`src/rtl/aes_sched_pkg.sv`:
```
// Shared types, sizes and byte-lane helpers for the AES block scheduler.
// Byte 0 of a block sits in the most significant lane, which is the core's [0:7].
package aes_sched_pkg;

  localparam int unsigned BLOCK_BYTES = 16;
  localparam int unsigned BYTE_W      = 8;
  localparam int unsigned BLOCK_W     = BYTE_W * BLOCK_BYTES;
  localparam int unsigned IDX_W       = $clog2(BLOCK_BYTES);

  typedef enum logic [1:0] {FILL, START, WAIT, DRAIN} sched_state_t;

  // {~idx, 3'b000} is the lsb of lane idx when lane 0 is the top byte.
  function automatic logic [BYTE_W-1:0] get_byte(input logic [BLOCK_W-1:0] blk,
                                                 input logic [IDX_W-1:0]   idx);
    return blk[{~idx, 3'b000} +: BYTE_W];
  endfunction

  function automatic logic [BLOCK_W-1:0] put_byte(input logic [BLOCK_W-1:0] blk,
                                                  input logic [IDX_W-1:0]   idx,
                                                  input logic [BYTE_W-1:0]  b);
    logic [BLOCK_W-1:0] r;
    r = blk;
    r[{~idx, 3'b000} +: BYTE_W] = b;
    return r;
  endfunction

endpackage

```
`src/rtl/flex_counter.sv`:
```
// Rollover counter: counts 0..rollover_val_i then wraps to 0; clear wins over enable.
// rollover_flag_o is high while the count sits at rollover_val_i.
module flex_counter #(
  parameter int unsigned Width = 4
) (
  input  logic             clk_i,
  input  logic             rst_ni,
  input  logic             clear_i,
  input  logic             count_enable_i,
  input  logic [Width-1:0] rollover_val_i,
  output logic [Width-1:0] count_o,
  output logic             rollover_flag_o
);

  logic [Width-1:0] count_q, count_d;

  always_comb begin
    count_d = count_q;
    if (clear_i) begin
      count_d = '0;
    end else if (count_enable_i) begin
      count_d = (count_q == rollover_val_i) ? '0 : count_q + 1'b1;
    end
  end

  always_ff @(posedge clk_i) begin
    if (!rst_ni) begin
      count_q <= '0;
    end else begin
      count_q <= count_d;
    end
  end

  assign count_o         = count_q;
  assign rollover_flag_o = (count_q == rollover_val_i);

endmodule

```
`src/rtl/aes_block_scheduler.sv`:
```
// Packs rx bytes into a block, launches it on the AES core, waits for the
// result under a watchdog, then streams the result out byte-serially.
module aes_block_scheduler
  import aes_sched_pkg::*;
#(
  parameter int unsigned TIMEOUT_CYCLES = 64
) (
  input  logic               clk,
  input  logic               n_rst,
  input  logic               rx_valid,
  input  logic [BYTE_W-1:0]  rx_byte,
  output logic               rx_ready,
  input  logic               flush,
  output logic               aes_ready,
  output logic [BLOCK_W-1:0] aes_data,
  input  logic               aes_complete,
  input  logic [BLOCK_W-1:0] aes_result,
  output logic               tx_valid,
  output logic [BYTE_W-1:0]  tx_byte,
  input  logic               tx_ready,
  output logic               busy,
  output logic               error
);

  localparam int unsigned      TMR_W    = $clog2(TIMEOUT_CYCLES + 1);
  localparam logic [IDX_W-1:0] IDX_LAST = IDX_W'(BLOCK_BYTES - 1);
  localparam logic [TMR_W-1:0] TMR_LAST = TMR_W'(TIMEOUT_CYCLES - 1);

  sched_state_t       state_q, state_d;
  logic [BLOCK_W-1:0] in_q, in_d;
  logic [BLOCK_W-1:0] out_q, out_d;
  logic               error_q, error_d;
  logic               rx_ready_q, rx_ready_d;
  logic               aes_ready_q, aes_ready_d;
  logic               tx_valid_q, tx_valid_d;
  logic               busy_q, busy_d;

  logic [IDX_W-1:0] idx;
  logic             idx_last, idx_inc, idx_clear;
  logic [TMR_W-1:0] tmr_cnt;
  logic             tmr_last;
  logic             unused_tmr_cnt;

  logic rx_accept, tx_accept, launch, capture, wd_expire;

  // rx_ready_q gates acceptance so nothing is taken in the cycle leaving reset.
  assign rx_accept = (state_q == FILL) & rx_valid & rx_ready_q;
  assign launch    = (state_q == FILL) &
                     ((rx_accept & idx_last) | (flush & (rx_accept | (idx != '0))));
  assign tx_accept = (state_q == DRAIN) & tx_ready;
  assign capture   = (state_q == WAIT) & aes_complete;
  assign wd_expire = (state_q == WAIT) & ~aes_complete & tmr_last;

  assign idx_inc   = rx_accept | tx_accept;
  assign idx_clear = launch | (state_q == START) | (state_q == WAIT);

  flex_counter #(
    .Width (IDX_W)
  ) u_idx_cnt (
    .clk_i           (clk),
    .rst_ni          (n_rst),
    .clear_i         (idx_clear),
    .count_enable_i  (idx_inc),
    .rollover_val_i  (IDX_LAST),
    .count_o         (idx),
    .rollover_flag_o (idx_last)
  );

  flex_counter #(
    .Width (TMR_W)
  ) u_wdog_cnt (
    .clk_i           (clk),
    .rst_ni          (n_rst),
    .clear_i         (state_q != WAIT),
    .count_enable_i  (state_q == WAIT),
    .rollover_val_i  (TMR_LAST),
    .count_o         (tmr_cnt),
    .rollover_flag_o (tmr_last)
  );

  assign unused_tmr_cnt = ^tmr_cnt;

  always_ff @(posedge clk) begin
    if (!n_rst) begin
      state_q <= FILL;
    end else begin
      state_q <= state_d;
    end
  end

  always_comb begin
    state_d = state_q;
    unique case (state_q)
      FILL:    if (launch) state_d = START;
      START:   state_d = WAIT;
      WAIT: begin
        if (capture) begin
          state_d = DRAIN;
        end else if (wd_expire) begin
          state_d = FILL;
        end
      end
      DRAIN:   if (tx_accept && idx_last) state_d = FILL;
      default: state_d = FILL;
    endcase
  end

  // Outputs are registered from the next state so they line up with state_q.
  always_comb begin
    rx_ready_d  = (state_d == FILL);
    aes_ready_d = (state_d == START);
    tx_valid_d  = (state_d == DRAIN);
    busy_d      = (state_d != FILL);
  end

  always_comb begin
    in_d    = in_q;
    out_d   = out_q;
    error_d = error_q;
    if (rx_accept) in_d = put_byte(in_q, idx, rx_byte);
    if (capture) begin
      out_d = aes_result;
      in_d  = '0;
    end
    if (wd_expire) begin
      in_d    = '0;
      error_d = 1'b1;
    end
  end

  always_ff @(posedge clk) begin
    if (!n_rst) begin
      in_q        <= '0;
      out_q       <= '0;
      error_q     <= 1'b0;
      rx_ready_q  <= 1'b0;
      aes_ready_q <= 1'b0;
      tx_valid_q  <= 1'b0;
      busy_q      <= 1'b0;
    end else begin
      in_q        <= in_d;
      out_q       <= out_d;
      error_q     <= error_d;
      rx_ready_q  <= rx_ready_d;
      aes_ready_q <= aes_ready_d;
      tx_valid_q  <= tx_valid_d;
      busy_q      <= busy_d;
    end
  end

  assign rx_ready  = rx_ready_q;
  assign aes_ready = aes_ready_q;
  assign aes_data  = in_q;
  assign tx_valid  = tx_valid_q;
  assign tx_byte   = tx_valid_q ? get_byte(out_q, idx) : '0;
  assign busy      = busy_q;
  assign error     = error_q;

endmodule
```
`config.mk`:
```
export PLATFORM = sky130hd
export DESIGN_NAME = aes_block_scheduler
export DESIGN_NICKNAME = d
export VERILOG_FILES = /design/src/rtl/aes_sched_pkg.sv /design/src/rtl/flex_counter.sv /design/src/rtl/aes_block_scheduler.sv
export SDC_FILE = /design/constraint.sdc
export NUM_CORES = 1
export LEC_CHECK = 0
export ABC_AREA = 1
export CAP_MARGIN = 20
export CORE_MARGIN = 3
export CORE_UTILIZATION = 54
export CTS_CLUSTER_DIAMETER = 150
export DETAILED_ROUTE_END_ITERATION = 8
export PLACE_DENSITY = 0.89
export SLEW_MARGIN = 10
export SYNTH_ARGS = -nofsm -noshare
export SYNTH_HDL_FRONTEND = slang
export SYNTH_SLANG_ARGS = --single-unit
```
`constraint.sdc`:
```
create_clock -name clk -period 5.2 [get_ports clk]
set_clock_uncertainty 0.15 [all_clocks]
set_input_delay 1.04 -clock clk [delete_from_list [all_inputs] [get_ports clk]]
set_output_delay 1.04 -clock clk [all_outputs]
set_load 0.1 [all_outputs]
```
==> results.py <==
metrics = {
    "worst_setup_path": {
        "rr_endpoint": "aes_data[101]",
        "timing.critical_path.from": "u_idx_cnt.count_o[2]",
        "worst_path_dominant_cell_family": "flip-flops",
        "ff2ff_setup_slack_ns": 1.41,
        "crit_cells": 7,
        "crit_arrival_ns": 2.76,
        "worstRegToRegCells": 10,
        "critical_path.max_fanout": 16,
        "crit_path_end": "tx_byte[7]",
        "r2r-start": "u_idx_cnt.count_o[1]",
        "crit_top_cell": "nand2_1",
        "crit_path_end_kind": "output port",
        "crit_chain": "inv_4 -> nor2_1 -> nand2_1 -> nand2_1 -> inv_1 -> a21oi_1 -> buf_4",
        "cp.required_ns": 4.01,
        "slowest_stage": "dfxtp_1",
        "cp_num_buf_inv": 3,
        "path_class": "register to output port",
        "critPathMaxStageDelay_ns": 0.79,
        "critPathLaunchType": "register",
    },
    "power": {
        "power_leakage_nw": 6.21,
        "power.density_nw_per_um2": 382,
        "p_sw_mw": 2.06,
        "pwr-share-clk_pct": 32.3,
        "p_int_mw": 3.88,
        "seq_power_share_pct": 39.5,
        "pwr-share-comb_pct": 28.2,
        "switching_share_pct": 34.7,
        "ir_drop_v": 0.000279,
        "finalPower_mw": 5.95,
    },
    "timing": {
        "period_share_pct": 76.0,
        "fin_crit_ns": 3.95,
        "rsz0062_at_grt": "false",
        "layout_setup_ws_ns": 1.25,
        "tns_ns": 0,
        "clock.fmax_mhz": 253,
        "timing.slew.headroom_pct": 28.3,
        "finalHoldViolCount": 0,
        "slew_viol_final": 0,
        "setup_violations": 0,
        "worst_pin_slew_ns": 1.08,
        "fin_hold_ws_ns": 0.302,
    },
    "logic_synthesis": {
        "synth_compound_area_share_pct": 15.1,
        "synth_seq_cells": 274,
        "synth_nets": 1874,
        "yosysWarnings": 0,
        "ys.flop_type": "dfxtp_1",
        "synth_area_um2": 12000,
        "synth-edff-count": 0,
        "ys_seq_area_share_pct": 45.9,
        "synthArstFlopShare_pct": 0,
        "synth-adder-area-share_pct": 0.419,
        "synth_top_family_by_area": "simple AND/OR/NAND/NOR gates",
        "synthXorXnorAreaFrac_pct": 0.147,
        "muxShareOfSynthArea_pct": 0,
        "syn_area_per_cell_um2": 6.92,
        "synthSimpleGateAreaFrac_pct": 27.2,
        "syn_inst": 1728,
        "yosysUniqueCellTypes": 29,
    },
    "final_layout": {
        "n_antenna_cell": 0,
        "instances_no_fill": 2226,
        "final_cell_mix": "nand2_1 (364), dfxtp_1 (273), clkdlybuf4s50_1 (273)",
        "syn2layout_area_growth_pct": 30.1,
        "finalNetCount": 2079,
        "fin_util_pct": 72.8,
        "drive_gt1_share_pct": 4.87,
        "postLayoutCellArea_um2": 15600,
        "final_common_cell": "nand2_1",
    },
    "global_routing": {
        "grt_first_pass_wirelength_um": 56800,
        "antenna_found_initial": 0,
        "grt_pass1_vias": 11500,
        "overflow": 0,
        "grt_util_all_layers_pct": 28.5,
        "grt_max_degree": 128,
    },
    "clock_tree": {
        "cts_tree": "built",
        "cts_resized": 0,
        "clock-sinks": 274,
        "cts_setup_buffers": 0,
        "cts.path.max_buffers": 3,
        "hold_buffers": 0,
        "cts_root_buf": "clkbuf_16",
        "path_clk_slew_ns": 0.06,
        "insertion_delay_ns": 0.52,
        "htreeDepth": 1,
        "numCtsBuffers": 27,
    },
    "placement": {
        "gp_congestion": 0.886,
        "dp_hpwl_um": 25000,
        "placed_cells": 2178,
        "post_dp_cell_area_um2": 14700,
        "place_ws_ns": 1.34,
        "io_buffers": 282,
    },
    "floorplanning": {
        "start_util_pct": 56.0,
        "fp.dieW_um": 155,
        "die_h_um": 155,
        "dieArea_um2": 24000,
        "design.core.area_um2": 21400,
        "row_count": 53,
        "ios": 283,
    },
    "worst_hold_path": {
        "hp-class": "register to register",
    },
    "run_status": {
        "status": "complete, no violations",
    },
    "detailed_routing": {
        "wl_per_cell_um": 16.1,
        "drc": 0,
        "vias": 12300,
        "routed_wl_um": 35900,
        "dr.pass1.iters": 7,
        "ant_nets": 0,
        "vias_per_cell": 5.52,
        "dr.first_iter.drc_count": 1085,
    },
    "run": {
        "max_cap_violations": 0,
    },
}
==> synthesized netlist by cell type, types with 8 or more instances <==
master	n	area, um^2
nor2_1	164	616
nor2_2	10	62.6
clkbuf_1	70	263
dfxtp_1	274	5490
nand4_1	34	213
buf_1	8	30.0
nand2_1	364	1370
nand3_1	158	791
o21ai_0	147	736
buf_4	10	75.1
inv_1	211	792
buf_2	27	135
a21oi_1	211	1060
==> state kept, by name, summed over array words and instances (netlist names) <==
name,count
u_idx_cnt.count_o,4
state_q,2
rx_ready,1
u_wdog_cnt.count_o,7
tx_valid,1
error,1
busy,1
aes_ready,1
aes_data,128
out_q,128
==> worst min-delay path: cells and delay by family, from the launching register on <==
family                 cells  cell delay, ns
buffers and inverters      1            0.06
AO/OA/AOI/OAI              1            0.05
flip-flops                 1            0.30
==> kinds of logic after synthesis <==
group,Yosys count
AO/OA/AOI/OAI,360
flip-flops,274
buffers and inverters,335
adder cells (fa/ha/maj),4
AND/OR/NAND/NOR,753
XOR/XNOR,2
==> power by group through the flow <==
stage                     clock, mW  combinational (mW)  sequential (mW)
after global routing           2.02                1.84             2.36
final                          1.92                1.68             2.35
after detailed placement          0                1.64             2.39
after CTS                      1.94                1.66             2.35
after floorplan                   0               0.996             2.58
after global placement            0                1.60             2.39
==> metal layers <==
layer | track usage, % | vias to the layer above | wire length, um
met5 | 0 | - | 0
met4 | 13.7 | 0 | 1860
li1 | - | 5917 | -
met1 | 36.1 | 5606 | 14200
met3 | 4.20 | 135 | 2860
met2 | 47.8 | 627 | 17000
==> worst min path at each step <==
stage / from / endpoint / slack [ns] / cells past startpoint
detailed placement: out_q[23] / out_q[23] / 0.29 / 2
finish: out_q[84] / out_q[84] / 0.30 / 2
global route: out_q[118] / out_q[118] / 0.32 / 2
global placement: out_q[36] / out_q[36] / 0.29 / 2
CTS: out_q[10] / out_q[10] / 0.30 / 2
floorplan: u_wdog_cnt.count_o[5] / u_wdog_cnt.count_o[5] / 0.27 / 1
==> area by class of cell <==
class / count / area, um^2
repair buffers: 293 / 2890
well taps: 275 / 344
fillers: 1631 / 5800
multi-input cells: 1119 / 5140
flip-flops and latches: 274 / 5490
inverters: 218 / 821
clock buffers: 42 / 792
clock inverters: 5 / 75.1
Note: power is estimated with default switching activity, not from simulation.
